### config.mk
export PLATFORM = sky130hd
export DESIGN_NAME = adder_accum
export DESIGN_NICKNAME = d
export VERILOG_FILES = /design/src/rtl/adder_pkg.sv /design/src/rtl/adder_accum_add.sv /design/src/rtl/adder_accum.sv
export SDC_FILE = /design/constraint.sdc
export NUM_CORES = 1
export LEC_CHECK = 0
export CORE_ASPECT_RATIO = 1.2
export CORE_UTILIZATION = 54
export CTS_BUF_LIST = sky130_fd_sc_hd__clkbuf_4
export CTS_CLUSTER_SIZE = 10
export DETAILED_ROUTE_END_ITERATION = 7
export PLACE_DENSITY = 0.8
export REMOVE_ABC_BUFFERS = 1
export SETUP_SLACK_MARGIN = 0.02
export SLEW_MARGIN = 20
export SYNTH_ARGS = -nofsm -noshare
export SYNTH_HDL_FRONTEND = slang
export SYNTH_SLANG_ARGS = --single-unit
### constraint.sdc
create_clock -name clk -period 5.5 [get_ports clk]
set_clock_uncertainty 0.15 [all_clocks]
set_input_delay 1.65 -clock clk [delete_from_list [all_inputs] [get_ports clk]]
set_output_delay 1.65 -clock clk [all_outputs]
set_load 0.02 [all_outputs]
### src/rtl/adder_pkg.sv
// ============================================================================
// Module      : adder_pkg
// Description : Shared definitions for the adder family: constant clog2,
//               sum-width derivation and the serial accumulator state type.
// Revision    : 1.0  initial release
// ============================================================================
`default_nettype none

package adder_pkg;

  // Ceiling log2 for elaboration-time sizing; clog2(1) == 0.
  function automatic int clog2(input int value);
    int result;
    result = 0;
    for (int i = 0; i < 31; i++) begin
      if ((1 << i) < value) begin
        result = i + 1;
      end
    end
    return result;
  endfunction

  // Width of a sum of cnt unsigned width-bit operands.
  function automatic int owidth_f(input int width, input int cnt);
    return width + clog2(cnt);
  endfunction

  typedef enum logic [1:0] {
    IDLE  = 2'd0,
    ACCUM = 2'd1,
    DONE  = 2'd2
  } acc_state_e;

endpackage : adder_pkg

`default_nettype wire

### src/rtl/adder_accum_add.sv
// ============================================================================
// Module      : adder_accum_add
// Description : Plain unsigned adder with carry-in, result truncated to WIDTH.
// Ports       : a_i, b_i   - WIDTH-bit operands
//               cin_i      - carry-in
//               sum_o      - WIDTH-bit sum
// Revision    : 1.0  initial release
// ============================================================================
`default_nettype none

module adder_accum_add #(
  parameter int WIDTH = 32
) (
  input  logic [WIDTH-1:0] a_i,
  input  logic [WIDTH-1:0] b_i,
  input  logic             cin_i,
  output logic [WIDTH-1:0] sum_o
);

  assign sum_o = a_i + b_i + WIDTH'(cin_i);

endmodule : adder_accum_add

`default_nettype wire

### src/rtl/adder_accum.sv
// ============================================================================
// Module      : adder_accum
// Description : Serial accumulator. Takes CNT unsigned operands one per
//               accepted valid/ready beat (or fewer when a beat carries
//               in_flush) and presents one registered OWIDTH-bit sum on a
//               valid/ready output stream.
// Ports       : clk, rst_n             - clock, async active-low reset
//               in_valid/in_ready      - operand stream handshake
//               in_data, in_cin        - operand, carry-in (first beat only)
//               in_flush               - closes the group with this beat
//               sum_valid/sum_ready    - result stream handshake
//               sum_data, sum_count    - sum and number of operands in it
// Revision    : 1.0  initial release
// ============================================================================
`default_nettype none

module adder_accum
  import adder_pkg::*;
#(
  parameter  int WIDTH   = 32,
  parameter  int CNT     = 8,
  parameter  int HAS_CIN = 0,
  localparam int OWIDTH  = owidth_f(WIDTH, CNT),
  localparam int CW      = clog2(CNT + 1)
) (
  input  logic              clk,
  input  logic              rst_n,
  input  logic              in_valid,
  output logic              in_ready,
  input  logic [WIDTH-1:0]  in_data,
  input  logic              in_cin,
  input  logic              in_flush,
  output logic              sum_valid,
  input  logic              sum_ready,
  output logic [OWIDTH-1:0] sum_data,
  output logic [CW-1:0]     sum_count
);

  localparam logic [CW-1:0] C_CNT_LAST = CW'(CNT);

  acc_state_e        state_q;
  logic [OWIDTH-1:0] acc_q;
  logic [OWIDTH-1:0] acc_d;
  logic [CW-1:0]     cnt_q;
  logic [CW-1:0]     cnt_d;
  logic              sum_valid_q;
  logic [OWIDTH-1:0] sum_data_q;
  logic [CW-1:0]     sum_count_q;

  logic              accept;
  logic              first;
  logic              last;
  logic              cin_eff;
  logic [OWIDTH-1:0] add_a;

  assign in_ready = (state_q != DONE);
  assign accept   = in_valid && in_ready;
  assign first    = (state_q == IDLE);

  // The first beat of a group restarts from zero, so a previous sum never
  // leaks into the next group.
  assign add_a   = first ? '0 : acc_q;
  assign cin_eff = (HAS_CIN != 0) && first && in_cin;
  assign cnt_d   = first ? CW'(1) : cnt_q + CW'(1);
  // CNT==1 closes on the first beat through the same compare.
  assign last    = in_flush || (cnt_d == C_CNT_LAST);

  adder_accum_add #(
    .WIDTH (OWIDTH)
  ) u_add (
    .a_i   (add_a),
    .b_i   (OWIDTH'(in_data)),
    .cin_i (cin_eff),
    .sum_o (acc_d)
  );

  always_ff @(posedge clk or negedge rst_n) begin
    if (!rst_n) begin
      state_q     <= IDLE;
      acc_q       <= '0;
      cnt_q       <= '0;
      sum_valid_q <= 1'b0;
      sum_data_q  <= '0;
      sum_count_q <= '0;
    end else begin
      case (state_q)
        IDLE, ACCUM: begin
          if (accept) begin
            acc_q <= acc_d;
            cnt_q <= cnt_d;
            if (last) begin
              state_q     <= DONE;
              sum_valid_q <= 1'b1;
              sum_data_q  <= acc_d;
              sum_count_q <= cnt_d;
            end else begin
              state_q <= ACCUM;
            end
          end
        end
        DONE: begin
          if (sum_ready) begin
            state_q     <= IDLE;
            sum_valid_q <= 1'b0;
            cnt_q       <= '0;
          end
        end
        default: begin
          state_q <= IDLE;
        end
      endcase
    end
  end

  assign sum_valid = sum_valid_q;
  assign sum_data  = sum_data_q;
  assign sum_count = sum_count_q;

endmodule : adder_accum

`default_nettype wire
# Word-level counts from Yosys, hierarchy flattened

Index checks and enable logic that the tools add are counted.
Widths: inputs -> output; s select.

Bits in registers: 81
Logic and storage cells: 38

Add/subtract/negate cells: 2
Equal/unequal tests: 7
Muxes and demuxes: 13
Reductions and logical operators: 10

Operators by type and width:

| kind                | number |
|---|---|
| $add 35x32->35      | 1 |
| $mux 35             | 1 |
| $mux 4              | 3 |
| $ne 2x2->1 const B  | 4 |
| $pmux 4 s2          | 1 |
| $mux 2              | 3 |
| $reduce_and 3->1    | 2 |
| $add 4x1->4 const B | 1 |
| $eq 4x4->1 const B  | 1 |
| $pmux 2 s2          | 1 |
| $reduce_and 2->1    | 2 |
| $reduce_and 4->1    | 1 |
| $mux 1              | 3 |
| $eq 2x1->1 const B  | 1 |
| $eq 2x2->1 const B  | 1 |
| $logic_not 2->1     | 1 |
| $pmux 1 s2          | 1 |
| $reduce_bool 2->1   | 1 |
| $reduce_or 2->1     | 1 |
| $logic_and 1x1->1   | 1 |
| $logic_or 1x1->1    | 1 |

# Logic depth before layout (Yosys ltp)

Depth after elaboration: 7
Mapped depth: 15
Gate-level depth less buffers: 13

# Cells and area by module

From an unflattened synthesis, not the netlist that was laid out.

Cell total of the unflattened synthesis: 778
Area, all modules: 6344.8 um2

By module, submodules not included:

| module          | instances | cells an instance | area each (um2) | sequential area each (um2) |
|---|---|---|---|---|
| adder_accum     | 1         | 481               | 4274.1          | 2026.9 |
| adder_accum_add | 1         | 297               | 2070.7          | 0.0 |

# Worst setup path before layout

OpenSTA, ideal clock, no wires.

Path kind: input to register
From: input port in_data[0]
To: register acc_q[32]
Library setup time: 135 ps
Data arrival time: 3762 ps
Slack: 1453 ps
Cell stages on the path: 11
Path buffers: 0
Cells stage by stage: ha_1 -> inv_1 -> fa_1 -> nand2b_1 -> a211oi_1 -> o31ai_1 -> a21oi_1 -> o211ai_1 -> o21ai_1 -> mux2i_1 -> a21oi_1

Longest elaborated chain between the ends: 1

Ends and longest elaborated chain:

| element              | RTL line              | RTL |
|---|---|---|
| start, declared      | adder_accum.sv:30     | `input logic [WIDTH-1:0] in_data,` |
| $add 35x32->35       | adder_accum_add.sv:20 | `assign sum_o = a_i + b_i + WIDTH'(cin_i);` |
| end signal, assigned | adder_accum.sv:80     | `acc_q <= '0;` |
| end signal, assigned | adder_accum.sv:89     | `acc_q <= acc_d;` |
| end, declared        | adder_accum.sv:42     | `logic [OWIDTH-1:0] acc_q;` |

No other way between the ends.
A chain may end at the register's enable or synchronous reset.

# Worst setup path after layout

Ends and elaborated chain as after synthesis.

==> metrics.md <==
| Metric | Value |
|---|---|
| Post-synth top flop | dfrtp_1 |
| Number of clock sinks | 81 |
| Fill cells | 773 |
| R2R setup slack | 1300 ps |
| Worst setup margin | 1020 ps |
| CP arrival | 4650 ps |
| Final Hold Viols | 0 |
| Placed instance area | 5870 um^2 |
| CTS tree | done |
| CTS hold repair buffers | 0 |
| Hold Crit Depth | 2 |
| Most common cell in the netlist | nand2_1 |
| CP max FO | 7 |
| Static Leak | 2.67 nW |
| Largest net degree at the start of global routing | 82 |
| Final #Nets | 721 |
| Crit-path max cell delay | 480 ps |
| Antenna cells | 0 |
| Max VDD drop | 0.235 mV |
| Worst reg-to-reg path cell count | 13 |
| Area Growth Syn to Fin | 18.0% |
| Critical path, cell by cell | clkdlybuf4s50_1, ha_1, inv_1, fa_1, nand2b_1, a211oi_1, o31ai_1, a21oi_1, o211ai_1, o21ai_1, mux2i_1, a21oi_1 |
| MaxCap Viol Count | 0 |
| Setup WS pre-CTS | 537 ps |
| Ratio of cells with drive above 1 in the final layout | 0.0550 |
| RSZ-0062 raised after global routing | no |
| Library cells used by synthesis | 63 |
| Top Ports | 79 |
| Die span in x | 90.8 um |
| Final setup viols | 0 |
| CTS clk-pin slew, worst paths | 130 ps |
| Row cnt | 38 |
| Die footprint | 9860 um^2 |
| Total CTS buffers | 9 |
| Ys async rst share | 1.00 |
| Core ar. | 9130 um^2 |
| Peak Freq | 223 MHz |
| Ys Warns | 0 |
| DR vias | 4367 |
| WL/cell | 14.8 um |
| Post-CTS Setup Inserts | 0 |
| Area leader, netlist | dfrtp_1 |
| Crit path kind | input pin to register |
| First-pass GRT wire length | 19200 um |
| Hold Path Class | register to register |
| Crit-path leading delay family | compound AO/OA/AOI/OAI gates |
| Vias in the first global route | 4292 |
| Status | finished clean |
| Synth top area cells | dfrtp_1 (40%), ha_1 (8.1%), nand2_1 (7.9%) |
| Top cell by count, worst path | a21oi_1 |
| Worst setup EP type | register |
| Mapped Area | 5110 um^2 |
| Post-DP HPWL | 8150 um |
| Initial core utilization | 0.560 |
| Sequential share of the synthesized area | 0.397 |
| Final TNS setup | 0 ps |
| Worst slew margin | 0.485 |
| Die Ht | 109 um |
| CP endpoint | acc_q[32]$_DFFE_PN0P_ |
| Post-synth top area share | 0.397 |
| Reg2reg start | state_q[1]$_DFFE_PN0P_ |
| Routed WL | 11500 um |
| Data required, critical path | 5670 ps |
| Crit path buffers/inverters | 2 |
| Worst Tran Pin Value | 771 ps |
| Mapped Cells | 590 |
| CP startpoint kind | input pin |
| Crit. Startpoint | in_data[0] |
| Multi-input logic area | 2850 um^2 |
| DRC violations left | 0 |
| CP Depth | 12 |
| CTS H-tree lvls | 3 |
| Routed Antenna Nets | 0 |
| Crit-path slowest cell | o21ai_1 |
| FF/Latch Area | 2030 um^2 |
| Overflow after GRT | 0 |
| Mapped Avg Cell Area | 8.66 um^2 |
| Crit path time final | 4480 ps |
| Post-route design area | 6030 um^2 |
| Clk_lat worst skew | 460 ps |
| Post_cts resized | 0 |
| Via density | 5.64 |
| Post-synth EDFFs | 0 |
| I/O Buffers | 77 |
| Fin crit share | 0.814 |
| Gpl congestion | 0.916 |
| Slew Limit Fails | 0 |
| First DRT Iteration DRCs | 228 |
| Pwr Density | 478 nW/um^2 |
| GRT Total Usage | 0.243 |
| Flops & latches, synth | 81 |
| Initial antenna violation count | 0 |
| First drt pass iteration count | 5 |
| Root buffer cell | clkbuf_4 |
| Reg-to-reg endpoint | acc_q[32]$_DFFE_PN0P_ |
| Commonest cells post-synth | nand2_1 (107), dfrtp_1 (81), o21ai_0 (79), ha_1 (33), and2_1 (32) |
| Min Hold Slack | 336 ps |
| Maximum root-to-sink buffer count | 2 |
## cells by family (layout without fill, tap and decap cells)
logic type / count (synthesis) / in the layout / synth area share
AOI/OAI and AO/OA: 166 / 166 / 0.195
xor gates and xnor gates: 31 / 31 / 0.0531
adders and majority gates: 34 / 34 / 0.0847
buffers and inverters: 46 / 110 / 0.0473
DFF: 81 / 81 / 0.397
muxes: 5 / 5 / 0.0103
and+or+nand+nor: 227 / 227 / 0.213
## cell usage in the layout (no fill, tap or decap), drive strengths merged, types with 3 or more instances in the layout
cell type,instances
and2,32
clkbuf,10
nor2b,6
clkdlybuf4s50,76
o21ai,82
xnor2,17
a21o,9
a31oi,5
a21boi,3
ha,33
xor2,14
nand2,107
a211oi,4
nor3,7
o31ai,9
buf,4
inv,14
nand2b,6
o211ai,4
or3,3
nand3,18
mux2i,3
nand4,8
nor2,27
clkinv,4
dfrtp,81
a21oi,31
## cell type report
| cell class | instances | area share |
|---|---|---|
| Timing Repair Buffer | 80 | 0.132 |
| Tap cell | 120 | 0.0249 |
| Inverter | 14 | 0.00872 |
| Clock inverter | 6 | 0.0137 |
| Multi-Input combinational cell | 463 | 0.472 |
| Sequential cell | 81 | 0.336 |
| Clock buffer | 10 | 0.0125 |
## worst min-delay path, stage by stage, from the launching register on
cell	delay [ps]
dfrtp_1	360
nand2_1	40
o21ai_0	60
## flip-flops by register name, indices dropped and copies added (netlist names)
| signal | flops |
|---|---|
| state_q | 2 |
| sum_data | 35 |
| sum_valid | 1 |
| acc_q | 35 |
| sum_count | 4 |
| cnt_q | 4 |
## metrics by stage
step	util	instances	power, mW
floorplan	-	558	1.95
global placement	0.643	758	2.42
detailed placement	0.643	758	2.48
CTS	0.660	774	2.89
global route	0.660	774	3.10
finish	0.660	774	2.88
## report_power, final
part / leakage, nW / total [mW] / internal [mW] / switching [mW]
registers: 1.00 / 0.984 / 0.847 / 0.137
clock network: 0.0878 / 0.408 / 0.187 / 0.221
logic: 1.58 / 1.49 / 0.652 / 0.836
total: 2.67 / 2.88 / 1.69 / 1.19
## worst min path at each step
stage	to	startpoint
6_report	acc_q[9]$_DFFE_PN0P_	acc_q[9]$_DFFE_PN0P_
5_1_grt	acc_q[9]$_DFFE_PN0P_	acc_q[9]$_DFFE_PN0P_
4_1_cts	acc_q[9]$_DFFE_PN0P_	acc_q[9]$_DFFE_PN0P_
3_5_place_dp	sum_data[0]$_DFFE_PN0P_	sum_data[0]$_DFFE_PN0P_
3_3_place_gp	acc_q[0]$_DFFE_PN0P_	acc_q[0]$_DFFE_PN0P_
2_1_floorplan	acc_q[0]$_DFFE_PN0P_	acc_q[0]$_DFFE_PN0P_
## layer usage
metal	global-route usage	routed length, um	vias up
li1	-	-	2178
met1	0.296	5070	2080
met2	0.432	5740	93
met3	0.0338	418	16
met4	0.103	222	0
met5	0	0	-
Power figures use the tool's default switching activity.
